`src/rtl/imem_fetch_ctrl.sv`:
```
// rtl/imem_fetch_ctrl.sv - instruction RAM sharing between program loader and fetch sequencer
module imem_fetch_ctrl #(
    parameter int ADDR_W = 32,
    parameter int WORD_W = 32,
    parameter int DEPTH = 128,
    parameter logic [ADDR_W-1:0] RESET_PC = '0
) (
    input  logic              clk,
    input  logic              rst,
    input  logic              ld_valid,
    output logic              ld_ready,
    input  logic [ADDR_W-1:0] ld_addr,
    input  logic [WORD_W-1:0] ld_data,
    input  logic              ld_done,
    input  logic              ld_req,
    output logic              ld_err,
    input  logic              fetch_en,
    input  logic              jump,
    input  logic [ADDR_W-1:0] jump_target,
    output logic              inst_valid,
    input  logic              inst_ready,
    output logic [WORD_W-1:0] inst,
    output logic [ADDR_W-1:0] inst_pc,
    output logic [ADDR_W-1:0] mem_addr,
    output logic              mem_rd_en,
    output logic              mem_wr_en,
    output logic [WORD_W-1:0] mem_data_in,
    input  logic [WORD_W-1:0] mem_data_out
);

    typedef enum logic [1:0] {S_LOAD, S_ISSUE, S_CAPTURE, S_HOLD} state_t;

    localparam logic [WORD_W-1:0] NOP = WORD_W'(32'h0000_0013);

    state_t            state_q, state_d;
    logic [ADDR_W-1:0] pc_q, pc_d;
    logic [WORD_W-1:0] inst_q, inst_d;
    logic [ADDR_W-1:0] inst_pc_q, inst_pc_d;
    logic              inst_valid_q, inst_valid_d;
    logic              ld_err_q, ld_err_d;

    logic [ADDR_W-1:0] ld_idx, pc_idx, target_al;
    logic              ld_in_range, pc_in_range;

    assign ld_idx      = ld_addr >> 2;
    assign pc_idx      = pc_q >> 2;
    assign ld_in_range = ld_idx < ADDR_W'(DEPTH);
    assign pc_in_range = pc_idx < ADDR_W'(DEPTH);
    assign target_al   = jump_target & ~ADDR_W'(3);

    assign mem_data_in = ld_data;
    assign inst        = inst_q;
    assign inst_pc     = inst_pc_q;
    assign inst_valid  = inst_valid_q;
    assign ld_err      = ld_err_q;

    // RAM strobes are combinational so a load write or fetch read lands in the same cycle.
    always_comb begin
        state_d      = state_q;
        pc_d         = pc_q;
        inst_d       = inst_q;
        inst_pc_d    = inst_pc_q;
        inst_valid_d = inst_valid_q;
        ld_err_d     = ld_err_q;
        ld_ready     = 1'b0;
        mem_rd_en    = 1'b0;
        mem_wr_en    = 1'b0;
        mem_addr     = '0;
        if (!rst) begin
            case (state_q)
                S_LOAD: begin
                    ld_ready = 1'b1;
                    if (ld_valid) begin
                        if (ld_in_range) begin
                            mem_wr_en = 1'b1;
                            mem_addr  = ld_idx;
                        end else begin
                            ld_err_d = 1'b1;
                        end
                    end
                    if (ld_done) begin
                        pc_d    = RESET_PC;
                        state_d = S_ISSUE;
                    end
                end
                S_ISSUE: begin
                    if (ld_req) begin
                        state_d = S_LOAD;
                    end else if (jump) begin
                        pc_d = target_al;
                    end else if (fetch_en) begin
                        state_d = S_CAPTURE;
                        if (pc_in_range) begin
                            mem_rd_en = 1'b1;
                            mem_addr  = pc_idx;
                        end
                    end
                end
                S_CAPTURE: begin
                    if (jump) begin
                        pc_d    = target_al;
                        state_d = S_ISSUE;
                    end else begin
                        // pc is unchanged since ISSUE, so the range check still matches the read.
                        inst_d       = pc_in_range ? mem_data_out : NOP;
                        inst_pc_d    = pc_q;
                        inst_valid_d = 1'b1;
                        state_d      = S_HOLD;
                    end
                end
                S_HOLD: begin
                    if (inst_ready || jump) begin
                        inst_valid_d = 1'b0;
                        pc_d         = jump ? target_al : pc_q + ADDR_W'(4);
                        state_d      = S_ISSUE;
                    end
                end
                default: state_d = S_LOAD;
            endcase
        end
    end

    always_ff @(posedge clk) begin
        if (rst) begin
            state_q      <= S_LOAD;
            pc_q         <= RESET_PC;
            inst_q       <= '0;
            inst_pc_q    <= '0;
            inst_valid_q <= 1'b0;
            ld_err_q     <= 1'b0;
        end else begin
            state_q      <= state_d;
            pc_q         <= pc_d;
            inst_q       <= inst_d;
            inst_pc_q    <= inst_pc_d;
            inst_valid_q <= inst_valid_d;
            ld_err_q     <= ld_err_d;
        end
    end

endmodule

```
`config.mk`:
```
export PLATFORM = sky130hd
export DESIGN_NAME = imem_fetch_ctrl
export DESIGN_NICKNAME = d
export VERILOG_FILES = /design/src/rtl/imem_fetch_ctrl.sv
export SDC_FILE = /design/constraint.sdc
export NUM_CORES = 1
export LEC_CHECK = 0
export CELL_PAD_IN_SITES_DETAIL_PLACEMENT = 1
export CELL_PAD_IN_SITES_GLOBAL_PLACEMENT = 1
export CORE_MARGIN = 4
export CORE_UTILIZATION = 30
export CTS_BUF_LIST = sky130_fd_sc_hd__clkbuf_4 sky130_fd_sc_hd__clkbuf_8
export CTS_CLUSTER_DIAMETER = 60
export DETAILED_ROUTE_END_ITERATION = 7
export HOLD_SLACK_MARGIN = 0.02
export PLACE_DENSITY = 0.93
export SLEW_MARGIN = 30
export SYNTH_ARGS = -nofsm -noshare
export SYNTH_HDL_FRONTEND = slang
export SYNTH_SLANG_ARGS = --single-unit
```
`constraint.sdc`:
```
create_clock -name clk -period 7.4 [get_ports clk]
set_input_delay 1.85 -clock clk [delete_from_list [all_inputs] [get_ports clk]]
set_output_delay 1.85 -clock clk [all_outputs]
set_load 0.02 [all_outputs]
```
# After elaboration in Yosys (flattened, before gate mapping)

Index checks and enable logic that the tools add are counted.

Flip-flop bits (word level): 100
Latch bits: 0
Memory bits (writable): 0
Memory bits (read-only): 0
Bits of input ports: 136
Output and inout bits: 133
Word-level logic and storage cells: 65
Memories kept: 0

Add/sub/neg operators: 1
$mul: 0
Div/mod/pow operators: 0
$lt $le $gt $ge: 2
Eq/ne operators: 9
Shift operators: 0
Multiplexer cells: 37
Bitwise logic cells: 2
Reduce and logical (&&, ||, !) cells: 8

Operator list:

| operator                                                              | count |
|---|---|
| 32-bit 2-to-1 mux                                                     | 7 |
| 30-bit 2-to-1 mux                                                     | 6 |
| 32-bit case mux with 4 select lines                                   | 1 |
| 30-bit by 8-bit < comparator with 1-bit output, second input constant | 2 |
| 30-bit case mux with 2 select lines                                   | 1 |
| 32-bit by 3-bit adder with 32-bit output, second input constant       | 1 |
| 1-bit 2-to-1 mux                                                      | 14 |
| 2-bit 2-to-1 mux                                                      | 6 |
| 3-bit AND reduction                                                   | 3 |
| 2-bit inequality test, second input constant                          | 4 |
| 2-bit case mux with 4 select lines                                    | 1 |
| 3-bit inequality test, second input constant                          | 2 |
| 2-bit == test, second input constant                                  | 2 |
| 4-bit AND reduction                                                   | 1 |
| 2-bit by 1-bit == test with 1-bit output, second input constant       | 1 |
| 2-bit zero test                                                       | 1 |
| 1-bit inverter                                                        | 2 |
| 1-bit case mux with 2 select lines                                    | 1 |
| 2-bit AND reduction                                                   | 1 |
| 2-bit nonzero test                                                    | 1 |
| 1-bit logical OR                                                      | 1 |

# Longest topological paths before layout

Depth in word-level cells: 7
Mapped depth: 9
Gate-level depth less buffers: 7

# Worst setup path before layout

No wires, ideal clock.

Path kind: in2out
Start: input jump
End: output mem_addr[0]
Arrival time: 3.602 ns
Data required time: 5.550 ns
Slack: 1.948 ns
Stages: 6
Buffers on the path: 2
Path through: clkbuf_1 inv_1 clkbuf_1 nand3_1 nor4_2 a22o_1

Word-level cells in the longest chain between the ends: 4

Ends and longest elaborated chain:

| item                                | line | source |
|---|---|---|
| start, declared                     | 18   | `input logic jump,` |
| 30-bit 2-to-1 mux                   | 89   | `end else if (jump) begin` |
| 30-bit 2-to-1 mux                   | 87   | `if (ld_req) begin` |
| 30-bit case mux with 2 select lines | 70   | `case (state_q)` |
| 32-bit 2-to-1 mux                   | 69   | `if (!rst) begin` |
| end, declared                       | 24   | `output logic [ADDR_W-1:0] mem_addr,` |

Every way passes these cells.

# Worst setup path in the final report

Start: input ld_addr[14]
End: output mem_addr[5]

Word-level cells in the longest chain between the ends: 5

Ends and longest elaborated chain:

| item                                           | line | source |
|---|---|---|
| start, declared                                | 12   | `input logic [ADDR_W-1:0] ld_addr,` |
| 30-bit by 8-bit < comparator with 1-bit output | 47   | `assign ld_in_range = ld_idx < ADDR_W'(DEPTH);` |
| 30-bit 2-to-1 mux                              | 74   | `if (ld_in_range) begin` |
| 30-bit 2-to-1 mux                              | 73   | `if (ld_valid) begin` |
| 30-bit case mux with 2 select lines            | 70   |  |
| 32-bit 2-to-1 mux                              | 69   |  |

Every way passes these cells.

==> flow_results.xml <==
<?xml version="1.0" encoding="UTF-8"?>
<metrics>
  <group name="yosys">
    <metric name="synth_area" unit="mm²">0.00519</metric>
    <metric name="synth_seq_area_share" unit="%">37.0</metric>
    <metric name="post_synth_num_cell_types" unit="">54</metric>
    <metric name="synth.ff_latch_count" unit="">96</metric>
    <metric name="biggest_area_consumer_among_synthesized_cells" unit="">sky130_fd_sc_hd__dfxtp_1</metric>
    <metric name="netlist_top_cells_area" unit="">sky130_fd_sc_hd__dfxtp_1, sky130_fd_sc_hd__nand2_1, sky130_fd_sc_hd__buf_4, sky130_fd_sc_hd__a21oi_1, sky130_fd_sc_hd__nand3_1</metric>
    <metric name="synthesis.area_per_instance" unit="µm²">7.62</metric>
    <metric name="ys_async_rst_share" unit="%">0</metric>
    <metric name="post_synth_inst_count" unit="">681</metric>
    <metric name="yosysMostFrequentCell" unit="">sky130_fd_sc_hd__nand2_1</metric>
    <metric name="yosysWarningCount" unit="">0</metric>
    <metric name="synth_top_area_share" unit="%">37.0</metric>
    <metric name="synth_common_cells" unit="">sky130_fd_sc_hd__nand2_1, sky130_fd_sc_hd__dfxtp_1, sky130_fd_sc_hd__a21oi_1</metric>
    <metric name="yosys_most_used_dff" unit="">sky130_fd_sc_hd__dfxtp_1</metric>
    <metric name="synth_enable_flop_cells" unit="">0</metric>
  </group>
  <group name="die">
    <metric name="core_area" unit="mm²">0.0168</metric>
    <metric name="die_area" unit="mm²">0.0195</metric>
    <metric name="fp.dieW" unit="µm">140</metric>
    <metric name="initial_util" unit="%">31.0</metric>
    <metric name="io_pins" unit="">269</metric>
    <metric name="die_y" unit="µm">140</metric>
    <metric name="fp-row-count" unit="">47</metric>
  </group>
  <group name="timing">
    <metric name="fin_setup_tns" unit="ps">0</metric>
    <metric name="fmax" unit="GHz">0.162</metric>
    <metric name="finalHoldViolations" unit="">0</metric>
    <metric name="setup_repair_after_global_routing_missed_its_margin" unit="">false</metric>
    <metric name="finalSetupViolations" unit="">0</metric>
    <metric name="final.min_clock_period" unit="ps">6190</metric>
    <metric name="final_max_slew_viol_count" unit="">0</metric>
    <metric name="clock_skew" unit="ps">16.2</metric>
    <metric name="timing.slew.headroom" unit="%">41.6</metric>
    <metric name="fin_crit_sh" unit="%">83.6</metric>
    <metric name="transition_at_the_pin_with_the_smallest_max_transition_slack" unit="ps">873</metric>
  </group>
  <group name="worst_setup_path">
    <metric name="critPathArrivalTime" unit="ps">4340</metric>
    <metric name="setup.worst_path.class" unit="">in2out</metric>
    <metric name="crit_fanout" unit="">8</metric>
    <metric name="startpoint_type" unit="">primary input</metric>
    <metric name="worst_setup_path_end_kind" unit="">output pin</metric>
    <metric name="cp_data_required_time" unit="ps">5550</metric>
  </group>
  <group name="route">
    <metric name="routed_via_count_divided_by_cell_count" unit="">5.23</metric>
    <metric name="postRouteAntennaNets" unit="">0</metric>
    <metric name="detail_route.first_pass.iterations" unit="">5</metric>
    <metric name="drt_iter0_markers" unit="">359</metric>
    <metric name="post-route-drc-count" unit="">0</metric>
    <metric name="wl_per_cell" unit="µm">18.7</metric>
    <metric name="detailroute.via_count" unit="">5319</metric>
    <metric name="drt-total-wl" unit="µm">19000</metric>
  </group>
  <group name="clock_tree">
    <metric name="postCtsHoldBufs" unit="">0</metric>
    <metric name="cts_setup_buffers" unit="">0</metric>
    <metric name="cts-root-to-sink-buffers" unit="">2</metric>
    <metric name="cts-resized-gates" unit="">0</metric>
    <metric name="cts.htree.levels" unit="">3</metric>
    <metric name="tritoncts_clock_tree" unit="">built</metric>
    <metric name="root_driver" unit="">sky130_fd_sc_hd__clkbuf_8</metric>
    <metric name="worstSkewPairLatency" unit="ps">390</metric>
    <metric name="sink_count_of_the_clock_tree" unit="">96</metric>
    <metric name="number_of_buffers_added_by_the_clock_tree_synthesis_step" unit="">9</metric>
    <metric name="path_clk_slew" unit="ps">100</metric>
  </group>
  <group name="finish">
    <metric name="final_cells" unit="">1017</metric>
    <metric name="syn2layout_area_growth" unit="%">34.6</metric>
    <metric name="drive_above_1_share" unit="%">5.27</metric>
    <metric name="antenna_diode_count" unit="">0</metric>
    <metric name="final_layout_net_count" unit="">934</metric>
    <metric name="final_standard_cell_area_without_fillers" unit="mm²">0.00698</metric>
  </group>
  <group name="grt">
    <metric name="gr-usage-all-layers" unit="%">19.0</metric>
    <metric name="grt_pass1_wl" unit="µm">29800</metric>
    <metric name="grt_antenna_before_repair" unit="">1</metric>
    <metric name="maximum_number_of_pins_on_one_net_before_global_route_repair" unit="">76</metric>
    <metric name="first_global_vias" unit="">5417</metric>
    <metric name="global_route.overflow_total" unit="">0</metric>
  </group>
  <group name="flow_run">
    <metric name="drv.max_cap_violation_count" unit="">0</metric>
  </group>
  <group name="worst_hold_path">
    <metric name="hp-class" unit="">reg2reg</metric>
  </group>
  <group name="power_and_ir_drop">
    <metric name="power_density" unit="mW/mm²">169</metric>
    <metric name="worst_ir_drop_vdd" unit="mV">0.0831</metric>
    <metric name="power_leakage" unit="nW">2.41</metric>
    <metric name="power_total" unit="mW">1.18</metric>
  </group>
  <group name="place">
    <metric name="io_buffer_count" unit="">173</metric>
    <metric name="place_area" unit="mm²">0.00674</metric>
    <metric name="dpl.cell_count" unit="">1001</metric>
    <metric name="dp_hpwl" unit="µm">14100</metric>
    <metric name="routability_cong" unit="">0.879</metric>
  </group>
  <group name="status">
    <metric name="outcome" unit="">finished, final reports clean</metric>
  </group>
</metrics>
layer usage:
metal	share of wire (%)	vias up	global-route usage (%)
met5	0.068	-	0
met1	42	2538	23.8
met3	7.4	41	4.53
li1	-	2521	-
met2	48	217	32.5
met4	2.0	2	5.25
report_power, final:
group	total [mW]	leakage, nW	switching [mW]	internal (mW)
sequential	0.537	0.774	0.0126	0.524
clock	0.434	0.125	0.205	0.229
combinational	0.211	1.51	0.126	0.0850
total	1.18	2.41	0.343	0.838
sequential cells by signal (all words and copies together), names as in the netlist:
register / count
ld_err: 1
pc_q: 30
inst: 32
inst_valid: 1
inst_pc: 30
state_q: 2
worst max-delay path, stage by stage:
cell and delay (ps):
sky130_fd_sc_hd__clkdlybuf4s50_1 400, sky130_fd_sc_hd__nor4_1 310, sky130_fd_sc_hd__nand4_1 190, sky130_fd_sc_hd__nor4_2 720, sky130_fd_sc_hd__a22o_1 260, sky130_fd_sc_hd__clkdlybuf4s50_1 610
layout make-up:
class / count / area, µm²
Clock inverter: 7 / 125
Clock buffer: 9 / 124
Timing Repair Buffer: 183 / 1800
Tap cell: 220 / 275
Fill cell: 2033 / 9780
Inverter: 13 / 48.8
Multi-Input combinational cell: 489 / 2690
Sequential cell: 96 / 1920
kinds of logic (layout without fill, tap and decap cells):
family	Yosys count	after routing	synth area share, %
AND/OR/NAND/NOR	287	287	27.0
AO/OA/AOI/OAI	151	151	17.9
multiplexers	6	6	1.16
flip-flops	96	96	37.0
adder cells (fa/ha/maj)	6	6	1.45
buffers and inverters	122	212	13.3
XOR/XNOR	12	12	2.03
other	1	27	0.0723
worst paths after layout:
path	startpoint	endpoint	cells after the start	slack [ps]
max	ld_addr[14]	mem_addr[5]	6	1210
min	inst[26]	inst[26]	2	450
max reg2reg	state_q[0]	pc_q[27]	8	4140
min reg2reg	inst[26]	inst[26]	2	450
cell usage in the layout (no fill, tap or decap), types with 4 or more instances in the layout:
master and instances:
sky130_fd_sc_hd__nor2_1 35, sky130_fd_sc_hd__clkbuf_8 9, sky130_fd_sc_hd__a22o_1 12, sky130_fd_sc_hd__o21ai_0 5, sky130_fd_sc_hd__ha_1 6, sky130_fd_sc_hd__conb_1 27, sky130_fd_sc_hd__mux2i_1 6, sky130_fd_sc_hd__nor4_2 5
sky130_fd_sc_hd__o21ai_1 7, sky130_fd_sc_hd__o22ai_1 9, sky130_fd_sc_hd__nor2b_1 7, sky130_fd_sc_hd__nand4_1 14, sky130_fd_sc_hd__clkdlybuf4s50_1 172, sky130_fd_sc_hd__dfxtp_1 96, sky130_fd_sc_hd__nor3_1 11, sky130_fd_sc_hd__buf_4 10
sky130_fd_sc_hd__xnor2_1 5, sky130_fd_sc_hd__a22oi_1 5, sky130_fd_sc_hd__a32oi_1 5, sky130_fd_sc_hd__a21oi_1 80, sky130_fd_sc_hd__nand2_1 122, sky130_fd_sc_hd__inv_1 13, sky130_fd_sc_hd__and3_1 10, sky130_fd_sc_hd__a211oi_1 5
sky130_fd_sc_hd__nand3_1 43, sky130_fd_sc_hd__o211ai_1 4, sky130_fd_sc_hd__nor4_1 18, sky130_fd_sc_hd__xor2_1 7
stage by stage:
step                      hold WS (ps)  util, %  worst slack [ps]
after floorplan                    454        -              1950
after global placement             438     40.2              1180
after detailed placement           446     40.2              1200
after CTS                          459     41.7              1200
after global routing               477     41.7              1080
final                              454     41.7              1210
Note: power is estimated with default switching activity, not from simulation.
